===== config.mk =====
export PLATFORM = sky130hd
export DESIGN_NAME = inv_chain_delay_meter_flat
export DESIGN_NICKNAME = d
export VERILOG_FILES = /design/src/rtl/inv_chain_delay_meter_if.sv /design/src/rtl/inv_chain_delay_meter.sv /design/src/flat_wrapper.sv
export SDC_FILE = /design/constraint.sdc
export NUM_CORES = 1
export LEC_CHECK = 0
export BUFFER_PORTS_ARGS = -buffer_cell sky130_fd_sc_hd__buf_4
export CORE_ASPECT_RATIO = 1.5
export CORE_UTILIZATION = 51
export CTS_BUF_LIST = sky130_fd_sc_hd__clkbuf_8 sky130_fd_sc_hd__clkbuf_16
export CTS_CLUSTER_SIZE = 30
export DETAILED_ROUTE_END_ITERATION = 10
export PLACE_DENSITY = 0.74
export SYNTH_ARGS = -nofsm -noshare
export SYNTH_HDL_FRONTEND = slang
export SYNTH_SLANG_ARGS = --single-unit

===== constraint.sdc =====
create_clock -name clk -period 15.92 [get_ports clk]
set_clock_uncertainty 0.15 [all_clocks]
set_input_delay 0.796 -clock clk [delete_from_list [all_inputs] [get_ports clk]]
set_output_delay 0.796 -clock clk [all_outputs]
set_load 0.01 [all_outputs]

===== src/rtl/inv_chain_delay_meter_if.sv =====
// Observation/control bundle for the inverter-chain delay meter.
// The slave side (the block) takes the enable and drives every probe.
interface inv_chain_delay_meter_if #(
    parameter int VW    = 12,
    parameter int CNT_W = 16
);
    logic             en;
    logic             in_bit;
    logic [VW-1:0]    in_v;
    logic [VW-1:0]    a_v;
    logic [VW-1:0]    b_v;
    logic [VW-1:0]    c_v;
    logic [VW-1:0]    d_v;
    logic [CNT_W-1:0] delay;
    logic             delay_valid;

    modport master (
        output en,
        input  in_bit, in_v, a_v, b_v, c_v, d_v, delay, delay_valid
    );

    modport slave (
        input  en,
        output in_bit, in_v, a_v, b_v, c_v, d_v, delay, delay_valid
    );
endinterface


===== src/rtl/inv_chain_delay_meter.sv =====
// Cycle-based 4-stage RC inverter chain with an internal square-wave
// source and a meter timing stage-0 to stage-1 threshold crossings.

// One inverter stage: first-order slew toward the rail opposite its driver.
module inv_stage #(
    parameter int            VW    = 12,
    parameter int            K     = 3,
    parameter logic [VW-1:0] RST_V = '0
) (
    input  logic          clk,
    input  logic          rst,
    input  logic          i_en,
    input  logic [VW-1:0] i_drv,
    output logic [VW-1:0] o_v,
    output logic          o_cross
);
    localparam logic [VW-1:0]        VMAX     = {VW{1'b1}};
    localparam logic signed [VW:0]   SNAP_LIM = (VW+1)'(1 << K);

    logic [VW-1:0]      r_v;
    logic [VW-1:0]      w_target;
    logic [VW-1:0]      w_next;
    logic signed [VW:0] w_diff;
    logic signed [VW:0] w_abs;
    logic signed [VW:0] w_step;
    logic signed [VW:0] w_sum;

    // Target rail from driver MSB (driver >= half scale pulls low), then
    // either snap when close or move by the floor-shifted difference.
    always_comb begin
        w_target = i_drv[VW-1] ? '0 : VMAX;
        w_diff   = $signed({1'b0, w_target}) - $signed({1'b0, r_v});
        w_abs    = w_diff[VW] ? -w_diff : w_diff;
        w_step   = w_diff >>> K;
        w_sum    = $signed({1'b0, r_v}) + w_step;
        w_next   = (w_abs < SNAP_LIM) ? w_target : VW'(w_sum);
    end

    // Stage voltage register, frozen while disabled.
    always_ff @(posedge clk or posedge rst) begin
        if (rst)       r_v <= RST_V;
        else if (i_en) r_v <= w_next;
    end

    assign o_v     = r_v;
    // Side of the threshold flips on this enabled edge.
    assign o_cross = i_en & (w_next[VW-1] ^ r_v[VW-1]);
endmodule

module inv_chain_delay_meter #(
    parameter int HALF_PERIOD    = 50,
    parameter int VW             = 12,
    parameter int TAU_SHIFT      = 3,
    parameter int TAU_SHIFT_LAST = 1,
    parameter int CNT_W          = 16
) (
    input  logic                     clk,
    input  logic                     rst,
    inv_chain_delay_meter_if.slave   bus
);
    localparam int               HP_W     = (HALF_PERIOD > 1) ? $clog2(HALF_PERIOD) : 1;
    localparam logic [VW-1:0]    VMAX     = {VW{1'b1}};
    localparam logic [CNT_W-1:0] CNT_MAX  = {CNT_W{1'b1}};
    localparam int               N_STAGES = 4;

    typedef enum logic {S_IDLE, S_ARMED} state_t;

    logic [HP_W-1:0]               r_hp_cnt;
    logic                          r_in_bit;
    logic [VW-1:0]                 r_in_v;
    logic [N_STAGES:0][VW-1:0]     w_node;
    logic [N_STAGES-1:0]           w_cross;
    logic                          w_unused_cross;

    state_t                        r_state, w_state_nxt;
    logic [CNT_W-1:0]              r_count, w_count_nxt, w_count_inc;
    logic [CNT_W-1:0]              r_delay, w_delay_nxt;
    logic                          r_valid, w_report;

    // Square-wave source: toggle every HALF_PERIOD enabled cycles.
    always_ff @(posedge clk or posedge rst) begin
        if (rst) begin
            r_hp_cnt <= '0;
            r_in_bit <= 1'b0;
            r_in_v   <= '0;
        end else if (bus.en) begin
            if (r_hp_cnt == HP_W'(HALF_PERIOD - 1)) begin
                r_hp_cnt <= '0;
                r_in_bit <= ~r_in_bit;
                r_in_v   <= r_in_bit ? '0 : VMAX;
            end else begin
                r_hp_cnt <= r_hp_cnt + 1'b1;
            end
        end
    end

    assign w_node[0] = r_in_v;

    // Even stages rest high and odd stages low for a low input; the last
    // stage is unloaded and therefore slews faster.
    for (genvar gi = 0; gi < N_STAGES; gi++) begin : g_stage
        inv_stage #(
            .VW    (VW),
            .K     ((gi == N_STAGES - 1) ? TAU_SHIFT_LAST : TAU_SHIFT),
            .RST_V ((gi % 2 == 0) ? VMAX : '0)
        ) u_stage (
            .clk     (clk),
            .rst     (rst),
            .i_en    (bus.en),
            .i_drv   (w_node[gi]),
            .o_v     (w_node[gi+1]),
            .o_cross (w_cross[gi])
        );
    end

    // Only stages 0 and 1 are timed.
    assign w_unused_cross = ^w_cross[N_STAGES-1:2];

    // Meter next-state: arm on a-crossing, report count+1 on b-crossing.
    always_comb begin
        w_state_nxt = r_state;
        w_count_nxt = r_count;
        w_delay_nxt = r_delay;
        w_report    = 1'b0;
        w_count_inc = (r_count == CNT_MAX) ? r_count : r_count + 1'b1;
        if (bus.en) begin
            case (r_state)
                S_IDLE: begin
                    if (w_cross[0] && w_cross[1]) begin
                        w_delay_nxt = '0;
                        w_report    = 1'b1;
                    end else if (w_cross[0]) begin
                        w_state_nxt = S_ARMED;
                        w_count_nxt = '0;
                    end
                end
                S_ARMED: begin
                    w_count_nxt = w_count_inc;
                    if (w_cross[1]) begin
                        w_delay_nxt = w_count_inc;
                        w_report    = 1'b1;
                        if (w_cross[0]) w_count_nxt = '0;
                        else            w_state_nxt = S_IDLE;
                    end else if (w_cross[0]) begin
                        w_count_nxt = '0;
                    end
                end
                default: w_state_nxt = S_IDLE;
            endcase
        end
    end

    // Meter registers; the valid pulse clears on every edge.
    always_ff @(posedge clk or posedge rst) begin
        if (rst) begin
            r_state <= S_IDLE;
            r_count <= '0;
            r_delay <= '0;
            r_valid <= 1'b0;
        end else begin
            r_valid <= w_report;
            if (bus.en) begin
                r_state <= w_state_nxt;
                r_count <= w_count_nxt;
                r_delay <= w_delay_nxt;
            end
        end
    end

    assign bus.in_bit      = r_in_bit;
    assign bus.in_v        = r_in_v;
    assign bus.a_v         = w_node[1];
    assign bus.b_v         = w_node[2];
    assign bus.c_v         = w_node[3];
    assign bus.d_v         = w_node[4];
    assign bus.delay       = r_delay;
    assign bus.delay_valid = r_valid;
endmodule


===== src/flat_wrapper.sv =====
// flat-port wrapper written by rule: the top's interface ports become plain ports
module inv_chain_delay_meter_flat 
#(
    parameter int HALF_PERIOD    = 50,
    parameter int VW             = 12,
    parameter int TAU_SHIFT      = 3,
    parameter int TAU_SHIFT_LAST = 1,
    parameter int CNT_W          = 16
)
  (clk, rst, bus_en, bus_in_bit, bus_in_v, bus_a_v, bus_b_v, bus_c_v, bus_d_v, bus_delay, bus_delay_valid);
  inv_chain_delay_meter_if #(.VW(VW), .CNT_W(CNT_W)) bus_i ();
  input  logic clk;
  input  logic rst;
  input wire logic [$bits(bus_i.en)-1:0] bus_en;
  output wire logic [$bits(bus_i.in_bit)-1:0] bus_in_bit;
  output wire logic [$bits(bus_i.in_v)-1:0] bus_in_v;
  output wire logic [$bits(bus_i.a_v)-1:0] bus_a_v;
  output wire logic [$bits(bus_i.b_v)-1:0] bus_b_v;
  output wire logic [$bits(bus_i.c_v)-1:0] bus_c_v;
  output wire logic [$bits(bus_i.d_v)-1:0] bus_d_v;
  output wire logic [$bits(bus_i.delay)-1:0] bus_delay;
  output wire logic [$bits(bus_i.delay_valid)-1:0] bus_delay_valid;
  assign bus_i.en = bus_en;
  assign bus_in_bit = bus_i.in_bit;
  assign bus_in_v = bus_i.in_v;
  assign bus_a_v = bus_i.a_v;
  assign bus_b_v = bus_i.b_v;
  assign bus_c_v = bus_i.c_v;
  assign bus_d_v = bus_i.d_v;
  assign bus_delay = bus_i.delay;
  assign bus_delay_valid = bus_i.delay_valid;
  inv_chain_delay_meter #(.HALF_PERIOD(HALF_PERIOD), .VW(VW), .TAU_SHIFT(TAU_SHIFT), .TAU_SHIFT_LAST(TAU_SHIFT_LAST), .CNT_W(CNT_W)) u_core (.clk(clk), .rst(rst), .bus(bus_i));
endmodule

==> Word-level counts from Yosys, hierarchy flattened <==
Cells that the tools add are included.
{ "totals": {"wordCells": 75, "rom_bits": 0, "memories": 0, "output_inout_bits": 78, "latch_bits": 0, "ram_bits": 0, "in_bits": 3, "regBits": 101} }
{ "classes": {"mux": 30, "bitwise": 6, "n_reduce_logical": 4, "n_shift": 0, "eq_ne": 6, "n_lt_le_gt_ge": 4, "div_mod_pow": 0, "addsub": 14, "multipliers": 0} }
{ "ops": {"columns": ["cell", "n"], "rows": [
  ["12-bit two-way mux", 9],
  ["16-bit two-way mux", 6],
  ["16-bit case mux with 2 select lines", 2],
  ["13-bit two-way mux", 4],
  ["13-bit negator", 4],
  ["12-bit by 12-bit subtractor with 13-bit output", 4],
  ["13-bit by 5-bit less-than comparator with 1-bit output, second input constant", 3],
  ["12-bit by 10-bit adder with 12-bit output", 3],
  ["16-bit by 1-bit adder with 16-bit output, second input constant", 1],
  ["16-bit equality test, second input constant", 1],
  ["13-bit by 3-bit less-than comparator with 1-bit output, second input constant", 1],
  ["12-bit adder", 1],
  ["6-bit by 1-bit adder with 6-bit output, second input constant", 1],
  ["6-bit equality test, second input constant", 1],
  ["1-bit two-way mux", 6],
  ["6-bit two-way mux", 1],
  ["2-bit inequality test, second input constant", 3],
  ["3-bit AND reduction", 2],
  ["1-bit case mux with 2 select lines", 2],
  ["1-bit AND", 2],
  ["2-bit by 1-bit inequality test with 1-bit output, second input constant", 1],
  ["1-bit inverter", 2],
  ["2-bit AND reduction", 1],
  ["1-bit XOR", 2],
  ["1-bit logical AND", 1]
]} }

==> Depth between registers and ports, before layout <==
Gate-level depths: netlist of the first run.
{ "depth": {"depth_word": 12, "mapped_depth": 23, "mapped_depth_nobuf": 21} }

==> By module <==
From an unflattened synthesis of the first run, not the netlist that was laid out.
{ "unflattened": {"cells_unflattened": 1192, "hier_area_um2": 9863.2} }
{ "modules_own_cells": {"columns": ["mod", "cells_each", "area_per_inst_um2", "seq_area_each_um2", "instances"], "rows": [
  ["inv_chain_delay_meter", 257, 2316.0, 1026.0, 1],
  ["inv_stage at u_core.g_stage[3].u_stage", 263, 2040.7, 300.3, 1],
  ["inv_stage at u_core.g_stage[1].u_stage", 239, 1920.6, 300.3, 1],
  ["inv_stage at u_core.g_stage[0].u_stage", 213, 1794.2, 315.3, 1],
  ["inv_stage at u_core.g_stage[2].u_stage", 220, 1791.7, 315.3, 1]
]} }

==> Least setup slack after synthesis of the first run <==
OpenSTA, ideal clock, no wires.
{ "synth_timing": {"path_type": "register -> register", "startpoint": "register u_core.bus.in_v[10] (netlist name)", "endpoint": "register u_core.r_delay[12] (netlist: u_core.bus.delay[12])", "stages_incl_launch_ff": 20, "arrival_ns": 4.951, "path_slack_ns": 10.691, "setup_ns": 0.128, "synth_period_minus_slack_ns": 5.229, "t_required_ns": 15.642, "path_buffers": 1, "cell_sequence": "dfrtp_1 -> inv_1 -> fa_1 -> a21o_1 -> a21oi_1 -> xor2_1 -> inv_1 -> ha_1 -> a21o_1 -> a211oi_1 -> o21bai_1 -> o31a_1 -> o2111ai_1 -> a21oi_1 -> or3b_1 -> mux2i_1 -> nand2_1 -> and3_1 -> buf_2 -> mux2_1"} }
{ "synth_lines": {"columns": ["item", "line_no", "source"], "rows": [
  ["end signal, assigned", "inv_chain_delay_meter.sv:165", "r_delay <= w_delay_nxt;"],
  ["end, declared", "inv_chain_delay_meter.sv:77", "logic [CNT_W-1:0] r_delay, w_delay_nxt;"]
]} }

==> metrics.md, run 1 <==
| Metric | Value |
|---|---|
| RSZ-0062 raised after global routing | no |
| Maximum Capacitance Violations | 0 |
| N_diodes | 0 |
| Number of flops mapped to enable cells by yosys | 0 |
| Post-CTS setup buffer count | 0 |
| Synthesized area per cell | 8.29 um^2 |
| Cells after synthesis | 1098 |
| HP Class | input pin to async pin |
| Post-DR vias/cell | 6.06 |
| Crit end category | register |
| Yosys top cell by area | dfrtp_1 |
| Share of layout cells above drive strength 1 | between 10% and 20% |
| Failing checks | DRC |
| Final max-slew violation count | 0 |
| Bufs on Longest Clock Path | 2 |
| WP data required | 16.06 ns |
| Area post-placement | 0.00974 mm^2 |
| CTS H-tree lvls | 3 |
| List of most frequent post-synthesis cells | inv_1 (105), a21oi_1 (103), ha_1 (92) |
| Post-layout util | 57.7% |
| Num rows | 59 |
| Synth top area share | between 15 and 20% |
| Final Hold Fails | 0 |
| Core area | 0.0174 mm^2 |
| Vias | 8253 |
| Drt drc | 8 |
| Outcome | finished with violations |
| Area delta synth->final | 10.4% |
| Syn_nets | 1200 |
| Io pins | 81 |
| Worst slew pin tran | 1.18 ns |
| FF-to-FF End | u_core.r_count[14] |
| Area of the die | ~0.018 mm^2 |
| Seq cells post-synth | 89 |
| Vias in the first global route | about 8k |
| FMAX | 157 MHz |
| # setup viols final | 0 |
| Clk root buf | clkbuf_16 |
| Setup TNS Final | 0 ns |
| FF-to-FF path depth | 18 |
| Gpl congestion | ~0.86 |
| DR pass1 iterations | 8 |
| Final critical-path required period | 6.39 ns |
| Global-route wire length before repair | 37.3 mm |
| Sequential fraction of the synthesis area | 24.8% |
| TritonCTS clock tree | done |
| 1st-iter DRT viols | 367 |
| WL final | 21.9 mm |
| Post-CTS sizing | 0 |
| Initial antenna violation count | 0 |
| TritonCTS buffer count | 9 |
| Distinct cells, synth | 86 |
| Initial core utilization | a little over half |
| Largest net degree at the start of global routing | 82 |
| Clock Sink Count | 89 |
| Total number of yosys warnings | 0 |
| Top FF cell, synth | dfrtp_1 |
| Most numerous cell in the Yosys netlist | inv_1 |
| Final HPWL DP | around 16 mm |
| Critical path type | register to register |
| Critical Path AT | ~6.5 ns |
| Final Instance Area | 0.0100 mm^2 |
| Remaining antenna violation count | 0 |
| GRT Total Usage | 24.2% |
| Reg-to-reg slack, setup | 9.53 ns |
| Avg WL per Cell | 16.1 um |
| Start point of the critical path | u_core.bus.in_v[10] |
| Post-layout net count | 1246 |
| Global route total overflow | 0 |
| Die height | approximately 170 um |
| Largest cells by area after synthesis | dfrtp_1 (18%), ha_1 (13%), dfstp_2 (6.9%) |
| Number of port buffers | 80 |
| Kind of start point of the critical path | register |
| Asr flop ratio synth | 100% |
| RR Startpoint | u_core.bus.in_v[10] |
| CP endpoint | u_core.r_count[14] |
| Clock Latency Late Sink | ~0.35 ns |
| Cts hold-fix bufs | 0 |
| Clk slew on worst S/H paths | 0.08 ns |
| Die width | about 110 um |
| Crit-path max FO | 18 |
| Rel. slew slack | 21.0% |
| Final period utilization | about 40% |
| Syn Std Cell Area | about 0.0091 mm^2 |
==> worst min path at each step <==
stage                               startpoint                   end  depth (start not counted)
after floorplan             u_core.r_hp_cnt[3]    u_core.r_hp_cnt[3]                          1
after global placement    u_core.bus.delay[14]  u_core.bus.delay[14]                          1
after detailed placement   u_core.bus.delay[2]   u_core.bus.delay[2]                          1
after CTS                                  rst  u_core.bus.delay[10]                          2
after global routing                       rst   u_core.bus.delay[0]                          2
final                                      rst  u_core.bus.delay[10]                          2
==> cell type report <==
| cell class | count | area, um^2 |
|---|---|---|
| clock buffers | 9 | 225 |
| flip-flops and latches | 89 | 2260 |
| fillers | 1640 | 7380 |
| clock inverters | 7 | 78.8 |
| repair buffers | 82 | 616 |
| multi-input cells | 855 | 6200 |
| well taps | 213 | 267 |
| inverters | 107 | 404 |
==> worst max-delay path: stages (launching register included) <==
cell and delay (ns):
dfrtp_1 0.74, inv_1 0.43, fa_1 0.56, a21o_1 0.20, a21oi_1 0.18, xor2_1 0.34, inv_1 0.08, ha_1 0.28
a21o_1 0.17, a211oi_1 0.23, o21bai_1 0.14, o31a_1 0.31, o2111ai_1 0.28, a21oi_1 0.11, or3b_1 0.41, mux2i_1 0.45
a211oi_1 0.08, o21ai_1 0.91, a22o_1 0.28
==> layout by cell type (no fill, tap or decap), types with 14 or more instances in the layout <==
| cell type | Yosys | routed |
|---|---|---|
| a21oi_1 | 103 | 103 |
| nand2_1 | 49 | 49 |
| ha_1 | 92 | 92 |
| dfrtp_1 | 65 | 65 |
| inv_1 | 105 | 104 |
| xnor2_1 | 54 | 54 |
| nand4_1 | 14 | 14 |
| buf_4 | 14 | 82 |
| mux2i_1 | 17 | 17 |
| nor3_1 | 36 | 36 |
| dfstp_2 | 24 | 24 |
| and3_1 | 18 | 18 |
| nor2_1 | 82 | 82 |
| xor2_1 | 27 | 27 |
| nand2b_1 | 15 | 15 |
| nand3_1 | 29 | 29 |
| o21ai_0 | 41 | 41 |
| a21o_1 | 24 | 24 |
==> logic make-up after synthesis <==
| group | Yosys count | synth area share (%) |
|---|---|---|
| compound gates | 332 | 24.7 |
| xor+xnor | 83 | 8.15 |
| fa+ha+maj | 103 | 14.6 |
| buf+inv | 154 | 7.11 |
| flops | 89 | 24.8 |
| mux | 25 | 2.86 |
| simple gates | 312 | 17.7 |
==> flip-flops by register name, indices dropped and copies added, names as in the netlist <==
register                    cells
u_core.g_stage.u_stage.o_v     48
u_core.bus.delay               16
u_core.r_count                 16
u_core.r_hp_cnt                 6
u_core.bus.delay_valid          1
u_core.bus.in_v                 1
u_core.r_state                  1
==> layer usage <==
metal | vias to the layer above | track usage [%] | part of all wire [%] | wire (um)
met5 | - | 0 | 0 | 0
met4 | 0 | 10.2 | 3.0 | 662
met3 | 49 | 2.71 | 2.8 | 613
met2 | 156 | 46.3 | 53 | 11600
met1 | 3946 | 26.8 | 41 | 9020
li1 | 4102 | - | - | -
==> stage by stage <==
step | hold slack (ns) | instances | worst slack (ns)
floorplan | 0.338 | 1098 | 10.69
global placement | 0.328 | 1346 | 9.70
detailed placement | 0.327 | 1346 | 9.52
CTS | 0.213 | 1362 | 9.48
global route | 0.222 | 1362 | 8.98
finish | 0.218 | 1362 | 9.53
Power of run 1 is not shown: default switching activity piles up to over one toggle a cycle in this logic, so the estimate is an artifact.
==> run 2, diff against run 1 <==
ABC_AREA = 1   (was default)
clock period = 6.11 ns   (was 15.92 ns; I/O delays follow)
==> run 2 against run 1 <==
Net effect: the run still ends with DRC left; sequential cell count did not move; utilization fell by 0.63 points; cell area rose by 8.3%; maximum frequency rose by 32%; setup slack got worse by 8.3 ns; highest routed layer unchanged; critical path depth rose by 12; via count rose by 16%; die area rose by 8.4%; synthesized area rose by 8.5%; global-route usage rose by 1.2 points.
==> metrics.md, run 2 <==
| Metric | Value |
|---|---|
| Outcome | finished with violations (unchanged) |
| Failing checks | DRC (unchanged) |
| Max FFs per register | 48 (unchanged) |
| Initial antenna violation count | 0 (unchanged) |
| Core area | 0.0191 mm^2 (was 0.0174 mm^2) |
| Final period utilization | 79.1% (was 40.1%) |
| Fillers | 1913 (was 1640) |
| 1st-iter DRT viols | 468 (was 367) |
| Finished Layout Cells | 1811 (was 1362) |
| GRT Total Usage | 25.4% (was 24.2%) |
| Remaining antenna violation count | 0 (unchanged) |
| TritonCTS clock tree | done (unchanged) |
| Crit end category | register (unchanged) |
| Seq cells post-synth | 89 (unchanged) |
| Die width | 116 um (was 111 um) |
| WP data required | 6.19 ns (was 16.06 ns) |
| Area delta synth->final | 10.2% (was 10.4%) |
| Total number of yosys warnings | 0 (unchanged) |
| Multi-input logic area | 0.00645 mm^2 (was 0.00620 mm^2) |
| Vias | 9598 (was 8253) |
| Final Hold Fails | 0 (unchanged) |
| GR Util met2 | 49.2% (was 46.3%) |
| Maximum Capacitance Violations | 0 (unchanged) |
| Asr flop ratio synth | 100% (unchanged) |
| Largest net degree at the start of global routing | 69 (was 82) |
| Io pins | 81 (unchanged) |
| Met3 usage | 2.63% (was 2.71%) |
| Largest cells by area after synthesis | dfrtp_1 (16%), nand2_1 (15%), ha_1 (12%) (was dfrtp_1 (18%), ha_1 (13%), dfstp_2 (6.9%)) |
| Sequential fraction of the synthesis area | 22.9% (was 24.8%) |
| Register Area | 0.00226 mm^2 (unchanged) |
| Number of port buffers | 80 (unchanged) |
| N_diodes | 0 (unchanged) |
| # setup viols final | 0 (unchanged) |
| Worst path slowest cell | dfrtp_1 (was o21ai_1) |
| Vias in the first global route | 9160 (was 8175) |
| Synthesized area per cell | 6.60 um^2 (was 8.29 um^2) |
| Num rows | 62 (was 59) |
| Cells after synthesis | 1497 (was 1098) |
| Bufs on Longest Clock Path | 2 (unchanged) |
| Share of layout cells above drive strength 1 | 12.4% (was 12.7%) |
| Top FF cell, synth | dfrtp_1 (unchanged) |
| Clock Sink Count | 89 (unchanged) |
| Die height | 172 um (was 166 um) |
| CTS H-tree lvls | 3 (unchanged) |
| Crit-path max FO | 19 (was 18) |
| Initial core utilization | 51.8% (was 52.2%) |
| Gpl congestion | 0.943 (was 0.859) |
| Yosys top cell by area | dfrtp_1 (unchanged) |
| Synth top area share | 16.5% (was 17.9%) |
| Drt drc | 2 (was 8) |
| Busiest grt layer | met2 (unchanged) |
| Clock Latency Late Sink | 0.36 ns (was 0.35 ns) |
| Critical Path Most Common Cell | nand2_1 |
| WL final | 24.7 mm (was 21.9 mm) |
| Kind of start point of the critical path | register (unchanged) |
| Rel. slew slack | 41.8% (was 21.0%) |
| Final max-slew violation count | 0 (unchanged) |
| Critical Path AT | 4.92 ns (was 6.53 ns) |
| Syn_nets | 1599 (was 1200) |
| Post-DR vias/cell | 5.30 (was 6.06) |
| Final HPWL DP | 19.0 mm (was 16.4 mm) |
| DP Cell Count | 1794 (was 1346) |
| Most frequent cells in the layout | nand2_1 (395), inv_1 (238), nor2_1 (126) (was inv_1 (104), a21oi_1 (103), ha_1 (92)) |
| Worst slew pin tran | 0.869 ns (was 1.18 ns) |
| HP Class | register to register (was input pin to async pin) |
| Syn Std Cell Area | 0.00988 mm^2 (was 0.00910 mm^2) |
| Global route total overflow | 0 (unchanged) |
| TritonCTS buffer count | 9 (unchanged) |
| Setup TNS Final | 0 ns (unchanged) |
| Avg WL per Cell | 13.6 um (was 16.1 um) |
| Most numerous cell in the Yosys netlist | nand2_1 (was inv_1) |
| Number of flops mapped to enable cells by yosys | 0 (unchanged) |
| Distinct cells, synth | 53 (was 86) |
| Clk slew on worst S/H paths | 0.07 ns (was 0.08 ns) |
| List of most frequent post-synthesis cells | nand2_1 (395), inv_1 (239), nor2_1 (126) (was inv_1 (105), a21oi_1 (103), ha_1 (92)) |
| RSZ-0062 raised after global routing | no (unchanged) |
| Clk root buf | clkbuf_16 (unchanged) |
| DR pass1 iterations | 8 (unchanged) |
| Critical Path Max Stage Delay | 0.70 ns (was 0.91 ns) |
| Post-CTS sizing | 0 (unchanged) |
| Global-route wire length before repair | 40.7 mm (was 37.3 mm) |
| Post-layout net count | 1652 (was 1246) |
| Min Hold Slack | 0.326 ns (was 0.218 ns) |
| Post-CTS setup buffer count | 0 (unchanged) |
| Area of the die | 0.0199 mm^2 (was 0.0184 mm^2) |
| Critical path type | register to register (unchanged) |
| Commonest non-fill, non-tap cell in the layout | nand2_1 (was inv_1) |
| FMAX | 207 MHz (was 157 MHz) |
| Met1 Use GR | 27.2% (was 26.8%) |
| Final critical-path required period | 4.83 ns (was 6.39 ns) |
run 2: cell count changes after synthesis, sizes merged, moves of 18 or more:
| cell | previous run | this run |
|---|---|---|
| a21o | 24 | 6 |
| inv | 106 | 245 |
| nand2 | 49 | 419 |
| nand3 | 29 | 145 |
| nand4 | 14 | 41 |
| nor2 | 82 | 129 |
| xnor2 | 55 | 21 |
| xor2 | 28 | 48 |
run 2: final timing paths:
| kind | from | end | slack, ns | cells after the start |
|---|---|---|---|---|
| min in group asynchronous | rst | u_core.r_count[8] | 0.46 | 3 |
| hold / removal | u_core.bus.delay[6] | u_core.bus.delay[6] | 0.33 | 2 |
| setup reg to reg | u_core.bus.in_v[10] | u_core.r_count[2] | 1.28 | 30 |
| max in group asynchronous | rst | u_core.g_stage[3].u_stage.o_v[0] | 4.32 | 4 |
| setup / recovery | u_core.bus.in_v[10] | u_core.r_count[2] | 1.28 | 30 |
| hold reg to reg | u_core.bus.delay[6] | u_core.bus.delay[6] | 0.33 | 2 |
run 2: logic make-up after synthesis:
| group | synth area share [%] |
|---|---|
| AO/OA/AOI/OAI | 10.7 |
| AND/OR/NAND/NOR | 35.3 |
| flip-flops | 22.9 |
| adder cells (fa/ha/maj) | 13.1 |
| XOR/XNOR | 6.27 |
| buffers and inverters | 11.8 |
run 2: stage by stage:
stage                     util [%]  setup WS [ns]  cell area, um^2
after floorplan                  -           2.06             9880
after detailed placement      55.3           1.27            10600
after global routing          57.0          0.846            10900
after global placement        55.3           1.37            10600
final                         57.0           1.28            10900
after CTS                     57.0           1.23            10900
run 2: final cells by class:
| class | instances | share of cell area, % |
|---|---|---|
| clock buffer | 10 | 2.20 |
| clock inverter | 6 | 0.667 |
| inverter | 245 | 8.50 |
| multi-input combinational | 1123 | 59.3 |
| sequential | 89 | 20.7 |
| tap | 256 | 2.94 |
| timing repair buffer | 82 | 5.68 |
run 2: what timing repair did:
| action | in CTS | in global routing |
|---|---|---|
| hold buffers | 1 | 0 |
| endpoints found under the hold margin | 36 | 0 |
| setup endpoints to repair | 0 | 0 |
run 2: layer usage:
layer | part of all wire, % | vias up
li1 | - | 4937
met1 | 41 | 4423
met2 | 53 | 175
met3 | 2.5 | 63
met4 | 3.5 | 0
met5 | 0 | -
run 2: worst max-delay path, delay by kind of cell, from the launching register on:
family / cells / cell delay, ns
flops: 1 / 0.70
fa+ha+maj: 2 / 0.85
buf+inv: 5 / 0.71
simple gates: 23 / 2.29
Power of run 2 is left out for the same reason.
